[config.mk]
export PLATFORM = sky130hd
export DESIGN_NAME = sram_copy_dma_flat
export DESIGN_NICKNAME = d
export VERILOG_FILES = /design/src/rtl/sram_copy_dma_if.sv /design/src/rtl/sram_copy_dma.sv /design/src/flat_wrapper.sv
export SDC_FILE = /design/constraint.sdc
export NUM_CORES = 1
export LEC_CHECK = 0
export ABC_CLOCK_PERIOD_IN_PS = 2200
export CORE_MARGIN = 2
export CORE_UTILIZATION = 45
export CTS_CLUSTER_SIZE = 20
export DETAILED_ROUTE_END_ITERATION = 8
export PLACE_DENSITY = 0.83
export SETUP_SLACK_MARGIN = 0.4
export SLEW_MARGIN = 20
export SYNTH_ARGS = -nofsm -noshare
export SYNTH_HDL_FRONTEND = slang
export SYNTH_SLANG_ARGS = --single-unit
[constraint.sdc]
create_clock -name clk -period 2.2 [get_ports clk]
set_input_delay 0.55 -clock clk [delete_from_list [all_inputs] [get_ports clk]]
set_output_delay 0.55 -clock clk [all_outputs]
set_load 0.03 [all_outputs]
[src/rtl/sram_copy_dma_if.sv]
// sram_copy_dma_if: both ports of a dual-port SRAM as seen by a copy engine.
//   master modport : copy engine side (drives addresses, write enables, data)
//   slave modport  : SRAM side (returns registered port A read data)
//   addr_a/we_a/data_a : port A (read side, we_a/data_a unused by the engine)
//   q_a                : port A registered read data
//   addr_b/we_b/data_b : port B (write side)
interface sram_copy_dma_if #(
    parameter int DEPTH_LOG2 = 6,
    parameter int WIDTH      = 8
);
    logic [DEPTH_LOG2-1:0] addr_a;
    logic                  we_a;
    logic [WIDTH-1:0]      data_a;
    logic [WIDTH-1:0]      q_a;
    logic [DEPTH_LOG2-1:0] addr_b;
    logic                  we_b;
    logic [WIDTH-1:0]      data_b;

    modport master (
        output addr_a, we_a, data_a, addr_b, we_b, data_b,
        input  q_a
    );

    modport slave (
        input  addr_a, we_a, data_a, addr_b, we_b, data_b,
        output q_a
    );
endinterface

[src/rtl/sram_copy_dma.sv]
// sram_copy_dma: copies len words from a source region to a destination
// region of a dual-port SRAM. Port A streams reads, port B writes the
// returned word one cycle later, one word per cycle, 6-bit wrap-around
// addressing.
//   clk, reset          : clock, asynchronous active-high reset
//   start               : command strobe, only looked at while idle
//   src_addr, dst_addr  : first source / destination word
//   len                 : word count, 0..DEPTH legal
//   busy                : copy in progress
//   done                : one-cycle completion pulse (also for len=0)
//   err                 : one-cycle pulse for a rejected command
//   mem                 : SRAM port signals (master side)
module sram_copy_dma #(
    parameter int DEPTH_LOG2 = 6,
    parameter int WIDTH      = 8
) (
    input  logic                  clk,
    input  logic                  reset,
    input  logic                  start,
    input  logic [DEPTH_LOG2-1:0] src_addr,
    input  logic [DEPTH_LOG2-1:0] dst_addr,
    input  logic [DEPTH_LOG2:0]   len,
    output logic                  busy,
    output logic                  done,
    output logic                  err,
    sram_copy_dma_if.master       mem
);
    localparam int AW    = DEPTH_LOG2;
    localparam int LW    = DEPTH_LOG2 + 1;
    localparam int DEPTH = 1 << DEPTH_LOG2;

    typedef enum logic [1:0] {IDLE, READ0, STREAM, DRAIN} state_e;

    state_e         state_q, state_d;
    logic [AW-1:0]  addr_a_q, addr_a_d;
    logic [AW-1:0]  addr_b_q, addr_b_d;
    logic [AW-1:0]  dst_q, dst_d;
    logic [LW-1:0]  len_q, len_d;
    logic [LW-1:0]  cnt_q, cnt_d;
    logic           we_b_q, we_b_d;
    logic           busy_q, busy_d;
    logic           done_q, done_d;
    logic           err_q, err_d;

    logic [AW-1:0]  diff;
    logic [LW-1:0]  cnt_nxt;
    logic           cmd_bad;

    // Distance from source to destination, modulo depth. A destination
    // 2..len-1 words ahead would overwrite source words before they are
    // read; distances 0 and 1 are safe because each read is sampled at or
    // before the edge that writes the same address.
    assign diff    = dst_addr - src_addr;
    assign cmd_bad = (len > LW'(DEPTH)) || ((diff >= AW'(2)) && ({1'b0, diff} < len));
    assign cnt_nxt = cnt_q + 1'b1;

    always_comb begin
        state_d  = state_q;
        addr_a_d = addr_a_q;
        addr_b_d = addr_b_q;
        dst_d    = dst_q;
        len_d    = len_q;
        cnt_d    = cnt_q;
        we_b_d   = we_b_q;
        busy_d   = busy_q;
        done_d   = 1'b0;
        err_d    = 1'b0;
        case (state_q)
            IDLE: begin
                if (start) begin
                    if (cmd_bad) begin
                        err_d = 1'b1;
                    end else if (len == '0) begin
                        done_d = 1'b1;
                    end else begin
                        addr_a_d = src_addr;
                        dst_d    = dst_addr;
                        len_d    = len;
                        cnt_d    = '0;
                        busy_d   = 1'b1;
                        state_d  = READ0;
                    end
                end
            end
            READ0, STREAM: begin
                // cnt_q is the index of the word whose read data arrives
                // at this edge; it is written on the following edge.
                addr_a_d = addr_a_q + 1'b1;
                addr_b_d = (state_q == READ0) ? dst_q : addr_b_q + 1'b1;
                we_b_d   = 1'b1;
                cnt_d    = cnt_nxt;
                state_d  = (cnt_nxt == len_q) ? DRAIN : STREAM;
            end
            DRAIN: begin
                we_b_d  = 1'b0;
                busy_d  = 1'b0;
                done_d  = 1'b1;
                state_d = IDLE;
            end
            default: state_d = IDLE;
        endcase
    end

    always_ff @(posedge clk or posedge reset) begin
        if (reset) begin
            state_q  <= IDLE;
            addr_a_q <= '0;
            addr_b_q <= '0;
            dst_q    <= '0;
            len_q    <= '0;
            cnt_q    <= '0;
            we_b_q   <= 1'b0;
            busy_q   <= 1'b0;
            done_q   <= 1'b0;
            err_q    <= 1'b0;
        end else begin
            state_q  <= state_d;
            addr_a_q <= addr_a_d;
            addr_b_q <= addr_b_d;
            dst_q    <= dst_d;
            len_q    <= len_d;
            cnt_q    <= cnt_d;
            we_b_q   <= we_b_d;
            busy_q   <= busy_d;
            done_q   <= done_d;
            err_q    <= err_d;
        end
    end

    assign busy       = busy_q;
    assign done       = done_q;
    assign err        = err_q;
    assign mem.addr_a = addr_a_q;
    assign mem.we_a   = 1'b0;
    assign mem.data_a = '0;
    assign mem.addr_b = addr_b_q;
    assign mem.we_b   = we_b_q;
    // Write data is the SRAM's registered read data, passed straight through.
    assign mem.data_b = mem.q_a;
endmodule

[src/flat_wrapper.sv]
// flat-port wrapper written by rule: the top's interface ports become plain ports
module sram_copy_dma_flat 
#(
    parameter int DEPTH_LOG2 = 6,
    parameter int WIDTH      = 8
)
  (clk, reset, start, src_addr, dst_addr, len, busy, done, err, mem_addr_a, mem_we_a, mem_data_a, mem_addr_b, mem_we_b, mem_data_b, mem_q_a);
  sram_copy_dma_if #(.DEPTH_LOG2(DEPTH_LOG2), .WIDTH(WIDTH)) mem_i ();
  input  logic clk;
  input  logic reset;
  input  logic start;
  input  logic [DEPTH_LOG2-1:0] src_addr;
  input  logic [DEPTH_LOG2-1:0] dst_addr;
  input  logic [DEPTH_LOG2:0] len;
  output logic busy;
  output logic done;
  output logic err;
  output wire logic [$bits(mem_i.addr_a)-1:0] mem_addr_a;
  output wire logic [$bits(mem_i.we_a)-1:0] mem_we_a;
  output wire logic [$bits(mem_i.data_a)-1:0] mem_data_a;
  output wire logic [$bits(mem_i.addr_b)-1:0] mem_addr_b;
  output wire logic [$bits(mem_i.we_b)-1:0] mem_we_b;
  output wire logic [$bits(mem_i.data_b)-1:0] mem_data_b;
  input wire logic [$bits(mem_i.q_a)-1:0] mem_q_a;
  assign mem_addr_a = mem_i.addr_a;
  assign mem_we_a = mem_i.we_a;
  assign mem_data_a = mem_i.data_a;
  assign mem_addr_b = mem_i.addr_b;
  assign mem_we_b = mem_i.we_b;
  assign mem_data_b = mem_i.data_b;
  assign mem_i.q_a = mem_q_a;
  sram_copy_dma #(.DEPTH_LOG2(DEPTH_LOG2), .WIDTH(WIDTH)) u_core (.clk(clk), .reset(reset), .start(start), .src_addr(src_addr), .dst_addr(dst_addr), .len(len), .busy(busy), .done(done), .err(err), .mem(mem_i));
endmodule
==> flow_metrics.tcl, run 1 <==
set metrics [dict create \
    number_of_global_route_vias_before_repair 2205 \
    unrepaired_setup_endpoints_after_global_routing "yes" \
    io-pin-count 63 \
    routed-via-count 2372 \
    reg2reg_to "u_core.cnt_q[4]$_DFFE_PP0P_" \
    synth_enable_flop_cells 0 \
    worst_ir_drop_vdd_mv 0.648 \
    crit_slowest_cell "fa_2" \
    worstSetupPathDepth 16 \
    holdBufCountCts 0 \
    cts.htree.levels 2 \
    synth.most_common_cell "dfrtp_1" \
    timing.critical_path.cells "buf_6, inv_4, ha_4, inv_2, fa_2, ha_4, a21boi_4, o31ai_4, o2bb2ai_4, nand3_2, a211o_1, a221oi_4, buf_4, buf_8, o21ai_2, o21ai_1" \
    firstDrtPassIters 4 \
    place_worst_setup_slack_ns -1.67 \
    initial_core_util 0.464 \
    slew_headroom 0.606 \
    final_antenna_diode_count 0 \
    total_net_switching_power_mw 2.39 \
    fin_hold_ws_ns 0.474 \
    numClockSinks 38 \
    timing.hold.worst.class "flip-flop to flip-flop" \
    setup_viol_count_final 31 \
    synth_area_leader_cell "dfrtp_1" \
    detailedPlacementHpwl_um 4380 \
    postSynthCellCount 275 \
    fmax_ghz 0.315 \
    share_seq_of_total_power 0.263 \
    critical-path-top-delay-family "compound AO/OA/AOI/OAI gates" \
    antenna_left 0 \
    finalNetCount 395 \
    worst_ep_arrival_time_ns 3.40 \
    pin_count_of_the_biggest_net_entering_global_routing 39 \
    maxSlewViolCount 0 \
    power_share_of_the_combinational_group 0.627 \
    max_stage_delay_ns 0.57 \
    max_cap_viols 0 \
    port_buffers 37 \
    synth_seq_cells 38 \
    ys_seq_area_frac 0.375 \
    core.rowCount 27 \
    cts.clk_slew.worst_paths_ns 0.08 \
    result_of_the_run "finished, violations left" \
    synthTopCellsByArea "dfrtp_1 37%, ha_1 7.9%, buf_4 5.3%" \
    fin_total_pwr_mw 5.21 \
    synth_flop_cell "dfrtp_1" \
    ys.warnings.count 0 \
    grt_antenna_before_repair 0 \
    die-height_um 79.1 \
    die-width_um 79.1 \
    startpoint "dst_addr[0]" \
    power.clock.fraction 0.110 \
    reg2reg_from "u_core.state_q[1]$_DFFE_PP0P_" \
    drt-vias-per-instance 5.63 \
    fp.coreArea_um2 5470 \
    worst_path_most_repeated_cell "ha_4" \
    worst-slew-pin-transition_ns 0.591 \
    crit_end "u_core.cnt_q[2]$_DFFE_PP0P_" \
    timing.final.ws_setup_ns -0.974 \
    global_route.overflow_total 0 \
    clock_tree.root_cell "clkbuf_8" \
    yosys.area.top_type_share 0.375 \
    async_reset_ff_frac 1.00 \
    failed_checks "setup timing" \
    final_min_period_over_clock_period 1.44 \
    initialDrtViolationCount 171 \
    fillers 404 \
    cts_tree "done" \
    power.leakage_nw 1.71 \
    synthesis.area_per_instance_um2 9.23 \
    gp_routability_congestion 0.915 \
    synth_common_cells "38 x dfrtp_1, 27 x nand2_1, 22 x o21ai_0" \
    power_density_nw_per_um2 1420 \
    wire_per_inst_um 17.6 \
    finalWorstPathRequiredPeriod_ns 3.17 \
    gr-usage-all-layers 0.220 \
    crit_path_end_kind "flip-flop" \
    postRouteWirelength_um 7400 \
    path_class "input pin to flip-flop" \
    power.share.switching 0.459 \
    critPathLaunchType "input pin" \
    first_pass_grt_wire_length_um 10700 \
    design.die.area_um2 6260 \
    worstRegToRegCells 8 \
    timing.setup.tns_ns -26.73 \
    worst-r2r-setup-slack_ns 0.06 \
    hold_viol 0 \
    maximum_root_to_sink_buffer_count 2 \
    fraction_of_layout_instances_using_a_drive_strength_above_1 0.367 \
    internal-power_mw 2.82 \
    worstSkewPairLatency_ns 0.30 \
    critical_path_required_ns 2.43 \
    worst_setup_skew_after_layout_ns 0.00392 \
    netlist-cell-type-count 57 \
    netlist_area_um2 2540 \
    flow.area_growth_from_synthesis_pct 44.8 \
    cts-buffers-inserted 5 \
    worst-path-max-fanout 7 \
    drc_errors 0 \
    critical_path_buf_inv_count 5 \
]
==> metrics by stage <==
stage | utilization | area (um2) | instances
6_report | 0.671 | 3670 | 421
5_1_grt | 0.671 | 3670 | 421
4_1_cts | 0.628 | 3440 | 416
3_5_place_dp | 0.579 | 3170 | 400
3_3_place_gp | 0.579 | 3170 | 400
2_1_floorplan | - | 2630 | 283
==> flip-flops by register name (all words and copies together), names as in the netlist <==
name               flops
u_core.done            1
u_core.mem.addr_a      6
u_core.mem.addr_b      6
u_core.busy            1
u_core.err             1
u_core.mem.we_b        1
u_core.len_q           7
u_core.state_q         2
u_core.cnt_q           7
u_core.dst_q           6
==> worst register-to-register path, stage by stage, from the launching register on <==
cell,delay (ns)
dfrtp_1,0.39
inv_1,0.14
ha_1,0.35
nand2_1,0.17
nor3_1,0.32
a221oi_4,0.12
buf_4,0.17
buf_8,0.13
a211o_1,0.25
==> power groups by stage <==
stage / logic [mW] / registers, mW / clock network [mW]
after global placement: 2.58 / 1.33 / 0
after detailed placement: 2.67 / 1.35 / 0
after global routing: 3.54 / 1.42 / 0.617
final: 3.27 / 1.37 / 0.573
after CTS: 2.84 / 1.34 / 0.573
after floorplan: 1.64 / 1.55 / 0
==> cell usage in the layout, fill, tap and decap left out, types with 11 or more instances in the layout <==
| cell | instances |
|---|---|
| dfrtp_1 | 38 |
| buf_6 | 13 |
| nand2_1 | 14 |
| o21ai_2 | 12 |
| nor2_1 | 13 |
| inv_1 | 16 |
| dlygate4sd2_1 | 16 |
| buf_4 | 31 |
| nand2_2 | 11 |
| clkdlybuf4s50_1 | 14 |
==> cell type report <==
class / instances / area (um2) / share of cell area
tap: 72 / 90.1 / 0.0245
sequential: 38 / 951 / 0.259
clock buffer: 8 / 110 / 0.0300
multi-input combinational: 202 / 1710 / 0.466
inverter: 19 / 73.8 / 0.0201
timing repair buffer: 82 / 737 / 0.201
==> kinds of logic after synthesis <==
group                    share of synthesized area
flip-flops                                   0.375
AND/OR/NAND/NOR                              0.155
buffers and inverters                       0.0937
AO/OA/AOI/OAI                                0.184
XOR/XNOR                                    0.0582
adder cells (fa/ha/maj)                     0.0868
multiplexers                                0.0463
other                                      0.00148
==> worst min path at each step <==
| stage | startpoint | to | slack (ns) | cells past startpoint |
|---|---|---|---|---|
| final | u_core.mem.we_b$_DFFE_PP0P_ | u_core.mem.we_b$_DFFE_PP0P_ | 0.47 | 2 |
| after global routing | u_core.mem.we_b$_DFFE_PP0P_ | u_core.mem.we_b$_DFFE_PP0P_ | 0.50 | 2 |
| after detailed placement | u_core.mem.we_b$_DFFE_PP0P_ | u_core.mem.we_b$_DFFE_PP0P_ | 0.47 | 2 |
| after floorplan | u_core.dst_q[0]$_DFFE_PP0P_ | u_core.dst_q[0]$_DFFE_PP0P_ | 0.45 | 2 |
| after global placement | u_core.mem.we_b$_DFFE_PP0P_ | u_core.mem.we_b$_DFFE_PP0P_ | 0.46 | 2 |
| after CTS | u_core.mem.we_b$_DFFE_PP0P_ | u_core.mem.we_b$_DFFE_PP0P_ | 0.48 | 2 |
==> what timing repair did <==
item                                    in CTS  in global routing
endpoints found under the setup margin      48                 32
gates cloned                                 1                  0
pin swaps                                   23                 17
resized for setup                           70                 51
buffers inserted                             7                  5
==> metal layers <==
metal,global-route usage,up-vias,wire length [um]
met5,0,-,0
met4,0.0879,0,276
met3,0.0352,27,421
met2,0.371,108,3880
met1,0.283,1152,2820
li1,-,1085,-
No activity file was read; power rests on OpenSTA's default activity.
==> run 2, diff against run 1 <==
CAP_MARGIN = 25   (was unset)
CORE_UTILIZATION = 50   (was 45)
PLACE_DENSITY = 0.9   (was 0.83)
==> flow_metrics.tcl, run 2 (same netlist as run 1, synthesis figures left out) <==
set metrics [dict create \
    result_of_the_run "finished, violations left" \
    failed_checks "setup timing" \
    number_of_global_route_vias_before_repair 2325 \
    routed-wl-met2_um 4050 \
    power.leakage_nw 1.66 \
    slew_headroom 0.627 \
    final_min_period_over_clock_period 1.44 \
    final_util 0.744 \
    antenna_left 0 \
    reg2reg_from "u_core.cnt_q[0]$_DFFE_PP0P_" \
    max_stage_delay_ns 0.42 \
    crit_slowest_cell "fa_2" \
    power_share_of_the_combinational_group 0.625 \
    timing.final.ws_setup_ns -0.959 \
    critPathLaunchType "input pin" \
    hold_viol 0 \
    reg2reg_to "u_core.state_q[0]$_DFFE_PP0P_" \
    top_layer "met4" \
    worstRegToRegCells 7 \
    flow.area_growth_from_synthesis_pct 41.2 \
    worst_setup_skew_after_layout_ns 0.0123 \
    cts.htree.levels 2 \
    place_worst_setup_slack_ns -1.73 \
    design.die.area_um2 5660 \
    gp_routability_congestion 0.845 \
    worst_ir_drop_vdd_mv 0.750 \
    clock_tree.root_cell "clkbuf_8" \
    maximum_root_to_sink_buffer_count 2 \
    share_seq_of_total_power 0.272 \
    total_net_switching_power_mw 2.38 \
    worst-slew-pin-transition_ns 0.560 \
    cts_tree "done" \
    fmax_ghz 0.317 \
    critical-path-top-delay-family "compound AO/OA/AOI/OAI gates" \
    postPlaceCellArea_um2 3130 \
    routed-via-count 2378 \
    worst-path-max-fanout 3 \
    finalNetCount 389 \
    core.rowCount 25 \
    timing.hold.worst.class "flip-flop to flip-flop" \
    postRouteWirelength_um 7510 \
    fraction_of_layout_instances_using_a_drive_strength_above_1 0.312 \
    fp.coreArea_um2 4820 \
    fin_total_pwr_mw 5.09 \
    initial_core_util 0.527 \
    timing.setup.tns_ns -26.85 \
    critical_path_required_ns 2.44 \
    fin_hold_ws_ns 0.496 \
    finalWorstPathRequiredPeriod_ns 3.16 \
    pin_count_of_the_biggest_net_entering_global_routing 39 \
    max_cap_viols 0 \
    hold-path-endpoint "u_core.mem.we_b$_DFFE_PP0P_" \
    critical_path_buf_inv_count 4 \
    firstDrtPassIters 4 \
    global_route.overflow_total 0 \
    die-height_um 75.2 \
    crit_path_end_kind "flip-flop" \
    power_density_nw_per_um2 1420 \
    first_pass_grt_wire_length_um 11000 \
    drt-vias-per-instance 5.80 \
    hold_start "u_core.mem.we_b$_DFFE_PP0P_" \
    m1WireLength_um 2860 \
    route.met3.wl_um 373 \
    worst_ep_arrival_time_ns 3.40 \
    worstSkewPairLatency_ns 0.31 \
    final_cell_mix "38 x dfrtp_1, 31 x buf_4, 21 x nand2_1" \
    drc_errors 0 \
    setup_viol_count_final 31 \
    timing.critical_path.cells "buf_6, inv_4, ha_4, inv_2, fa_2, a21o_1, a21oi_4, xnor2_2, ha_4, nor2_4, o2bb2ai_4, a21oi_1, o21a_2, buf_4, o21ai_4, a2111oi_2, a211o_1" \
    initialDrtViolationCount 183 \
    holdBufCountCts 0 \
    power.share.switching 0.468 \
    power.clock.fraction 0.104 \
    gr-usage-all-layers 0.261 \
    grt_antenna_before_repair 0 \
    largestRegisters "u_core.cnt_q: 7 flops, u_core.len_q: 7 flops" \
    maxSlewViolCount 0 \
    worst-r2r-setup-slack_ns 0.28 \
    wire_per_inst_um 18.3 \
    numClockSinks 38 \
    cts-buffers-inserted 5 \
    stdcell_area_um2 3580 \
    cts.clk_slew.worst_paths_ns 0.07 \
    io-pin-count 63 \
    port_buffers 37 \
    layout_commonest_cell "dfrtp_1" \
    placed_cells 391 \
    worst_path_most_repeated_cell "ha_4" \
    path_class "input pin to flip-flop" \
    layoutNonFillerInstCount 410 \
    unrepaired_setup_endpoints_after_global_routing "yes" \
    die-width_um 75.2 \
    detailedPlacementHpwl_um 4830 \
    final_antenna_diode_count 0 \
    hold_depth 2 \
    internal-power_mw 2.70 \
]
==> run 2: cell types whose count changed in the layout (fill, tap and decap cells not counted), moves of 5 or more <==
cell     before  now
a21oi_2       6    1
nand2_2      11    5
o21ai_1       4   12
buf_6        13    6
nand2_1      14   21
o21ai_2      12    5
==> run 2: final cells by class <==
class	count	area, um2
multi-input combinational	202	1690
fill	336	1230
sequential	38	951
timing repair buffer	76	692
tap	67	83.8
clock buffer	6	82.6
inverter	19	73.8
clock inverter	2	12.5
==> run 2: what timing repair did <==
item,4_1_cts,5_1_grt
resized for setup,50,47
buffers inserted,5,5
endpoints found under the setup margin,47,35
pin swaps,17,15
gates cloned,0,1
endpoints found under the hold margin,0,0
==> run 2: per-layer routing <==
metal  track usage  up-vias
met5             0        -
met4         0.113        0
met3        0.0321       21
met2         0.459       88
met1         0.321     1198
li1              -     1071
==> run 2: power by group through the flow <==
stage                     logic [mW]  clock network, mW  registers (mW)
after floorplan                 1.64                  0            1.55
after global placement          2.61                  0            1.34
after detailed placement        2.73                  0            1.37
after CTS                       2.78              0.525            1.35
after global routing            3.44              0.552            1.41
final                           3.18              0.527            1.38
==> run 2: worst min-delay path: stages, from the launching register on <==
cell,delay (ns)
dfrtp_1,0.35
nand2_1,0.05
o21ai_0,0.06
==> run 2: worst max path at each step <==
stage / start / to / slack (ns) / cells past startpoint
3_3_place_gp: src_addr[0] / u_core.mem.addr_a[2]$_DFFE_PP0P_ / -1.62 / 15
6_report: dst_addr[0] / u_core.cnt_q[4]$_DFFE_PP0P_ / -0.96 / 17
5_1_grt: dst_addr[0] / u_core.dst_q[4]$_DFFE_PP0P_ / -1.04 / 16
2_1_floorplan: dst_addr[0] / u_core.mem.addr_a[1]$_DFFE_PP0P_ / -0.96 / 14
4_1_cts: dst_addr[0] / u_core.len_q[0]$_DFFE_PP0P_ / -0.87 / 15
3_5_place_dp: dst_addr[0] / u_core.cnt_q[5]$_DFFE_PP0P_ / -1.73 / 16
==> run 3, diff against run 2 <==
ABC_CLOCK_PERIOD_IN_PS = unset   (was 2200)
GPL_TIMING_DRIVEN = 0   (was unset)
==> flow_metrics.tcl, run 3 (same netlist as run 1, synthesis figures left out) <==
set metrics [dict create \
    multi_input_area_um2 1650 \
    fillers 315 \
    design.die.area_um2 5660 \
    worstSkewPairLatency_ns 0.30 \
    io-pin-count 63 \
    drt-vias-per-instance 5.96 \
    setup_viol_count_final 31 \
    finalWorstPathRequiredPeriod_ns 3.32 \
    worst_ep_arrival_time_ns 3.54 \
    timing.final.ws_setup_ns -1.12 \
    number_of_global_route_vias_before_repair 2306 \
    critPathLaunchType "input pin" \
    grt_antenna_before_repair 0 \
    max_cap_viols 0 \
    cts-buffers-inserted 5 \
    unrepaired_setup_endpoints_after_global_routing "yes" \
    holdBufCountCts 0 \
    initial_core_util 0.527 \
    ff_latch_area_um2 951 \
    postRouteWirelength_um 8420 \
    port_buffers 45 \
    detailedPlacementHpwl_um 4610 \
    power_density_nw_per_um2 1420 \
    largestRegisters "u_core.cnt_q: 7 flops, u_core.len_q: 7 flops" \
    maximum_root_to_sink_buffer_count 2 \
    worst-path-max-fanout 5 \
    numClockSinks 38 \
    layout_commonest_cell "dfrtp_1" \
    worst_setup_skew_after_layout_ns 0.00391 \
    fp.coreArea_um2 4820 \
    fin_total_pwr_mw 5.22 \
    final_antenna_diode_count 0 \
    global_route.overflow_total 0 \
    die-height_um 75.2 \
    initialDrtViolationCount 243 \
    timing.setup.tns_ns -30.69 \
    worst_ir_drop_vdd_mv 0.764 \
    final_min_period_over_clock_period 1.51 \
    pin_count_of_the_biggest_net_entering_global_routing 27 \
    path_class "input pin to flip-flop" \
    finalNetCount 405 \
    stdcell_area_um2 3680 \
    cts.clk_slew.worst_paths_ns 0.08 \
    hold_viol 0 \
    cts.htree.levels 2 \
    fmax_ghz 0.302 \
    wire_per_inst_um 19.8 \
    maxSlewViolCount 0 \
    clock_tree.root_cell "clkbuf_8" \
    gp_routability_congestion 0.857 \
    fin_hold_ws_ns 0.474 \
    gr-usage-all-layers 0.267 \
    drc_errors 0 \
    firstDrtPassIters 5 \
    power.leakage_nw 1.74 \
    antenna_left 0 \
    result_of_the_run "finished, violations left" \
    fraction_of_layout_instances_using_a_drive_strength_above_1 0.340 \
    postPlaceCellArea_um2 3180 \
    cts_tree "done" \
    first_pass_grt_wire_length_um 11200 \
    core.rowCount 25 \
    failed_checks "setup timing" \
    die-width_um 75.2 \
    crit_path_end_kind "flip-flop" \
    final_cell_mix "38 x dfrtp_1, 31 x buf_4, 26 x dlygate4sd2_1" \
    timing.hold.worst.class "flip-flop to flip-flop" \
    routed-via-count 2540 \
    flow.area_growth_from_synthesis_pct 45.0 \
    critical_path_required_ns 2.43 \
]
-- run 3: changes by cell type in the layout (fill, tap and decap cells not counted), sizes merged --
cell	change
buf	+7
clkbuf	+2
clkdlybuf4s15	-1
clkinvlp	-1
dlygate4sd2	+9
-- run 3: where the power goes --
group / total, mW / switching (mW) / internal (mW)
Combinational: 3.29 / 1.88 / 1.42
Sequential: 1.41 / 0.371 / 1.04
Clock: 0.519 / 0.266 / 0.253
-- run 3: worst max-delay path: stages --
cell	delay [ns]
clkdlybuf4s50_1	0.52
inv_1	0.06
ha_1	0.36
xnor2_1	0.31
ha_2	0.35
o2bb2ai_4	0.15
nand3_2	0.10
a211o_4	0.38
a221oi_4	0.30
buf_4	0.18
buf_6	0.13
nand2_2	0.06
o21ai_1	0.09
-- run 3: final timing paths --
path	start	endpoint	slack [ns]	cells past startpoint
worst min register to register	u_core.mem.we_b$_DFFE_PP0P_	u_core.mem.we_b$_DFFE_PP0P_	0.47	2
worst max-delay path	src_addr[4]	u_core.mem.addr_a[1]$_DFFE_PP0P_	-1.12	13
min in group asynchronous	reset	u_core.err$_DFF_PP0_	0.50	2
worst max register to register	u_core.state_q[0]$_DFFE_PP0P_	u_core.cnt_q[4]$_DFFE_PP0P_	0.13	8
worst min-delay path	u_core.mem.we_b$_DFFE_PP0P_	u_core.mem.we_b$_DFFE_PP0P_	0.47	2
max in group asynchronous	reset	u_core.cnt_q[3]$_DFFE_PP0P_	1.27	3
-- run 3: per-stage QoR --
step	std cells	setup slack, ns	utilization
6_report	426	-1.12	0.764
5_1_grt	426	-1.23	0.764
4_1_cts	422	-0.963	0.727
3_5_place_dp	396	-1.89	0.661
3_3_place_gp	395	-1.80	0.657
2_1_floorplan	283	-0.964	-
-- run 3: cell type report --
type | instances | area share
multi-input cells | 202 | 0.449
clock inverters | 1 | 0.00136
clock buffers | 7 | 0.0235
inverters | 19 | 0.0201
plain buffers | 24 | 0.0517
repair buffers | 68 | 0.173
flip-flops and latches | 38 | 0.259
well taps | 67 | 0.0228
-- run 3: metal layers --
metal / track usage / vias up / share of wire
li1: - / 1106 / -
met1: 0.322 / 1202 / 0.35
met2: 0.473 / 192 / 0.53
met3: 0.0402 / 40 / 0.080
met4: 0.117 / 0 / 0.040
met5: 0 / - / 0
-- run 3: timing repair --
action,4_1_cts,5_1_grt
gates resized for setup,79,45
setup endpoints to repair,61,36
pin swaps,22,22
gates cloned,2,0
setup buffers,16,4
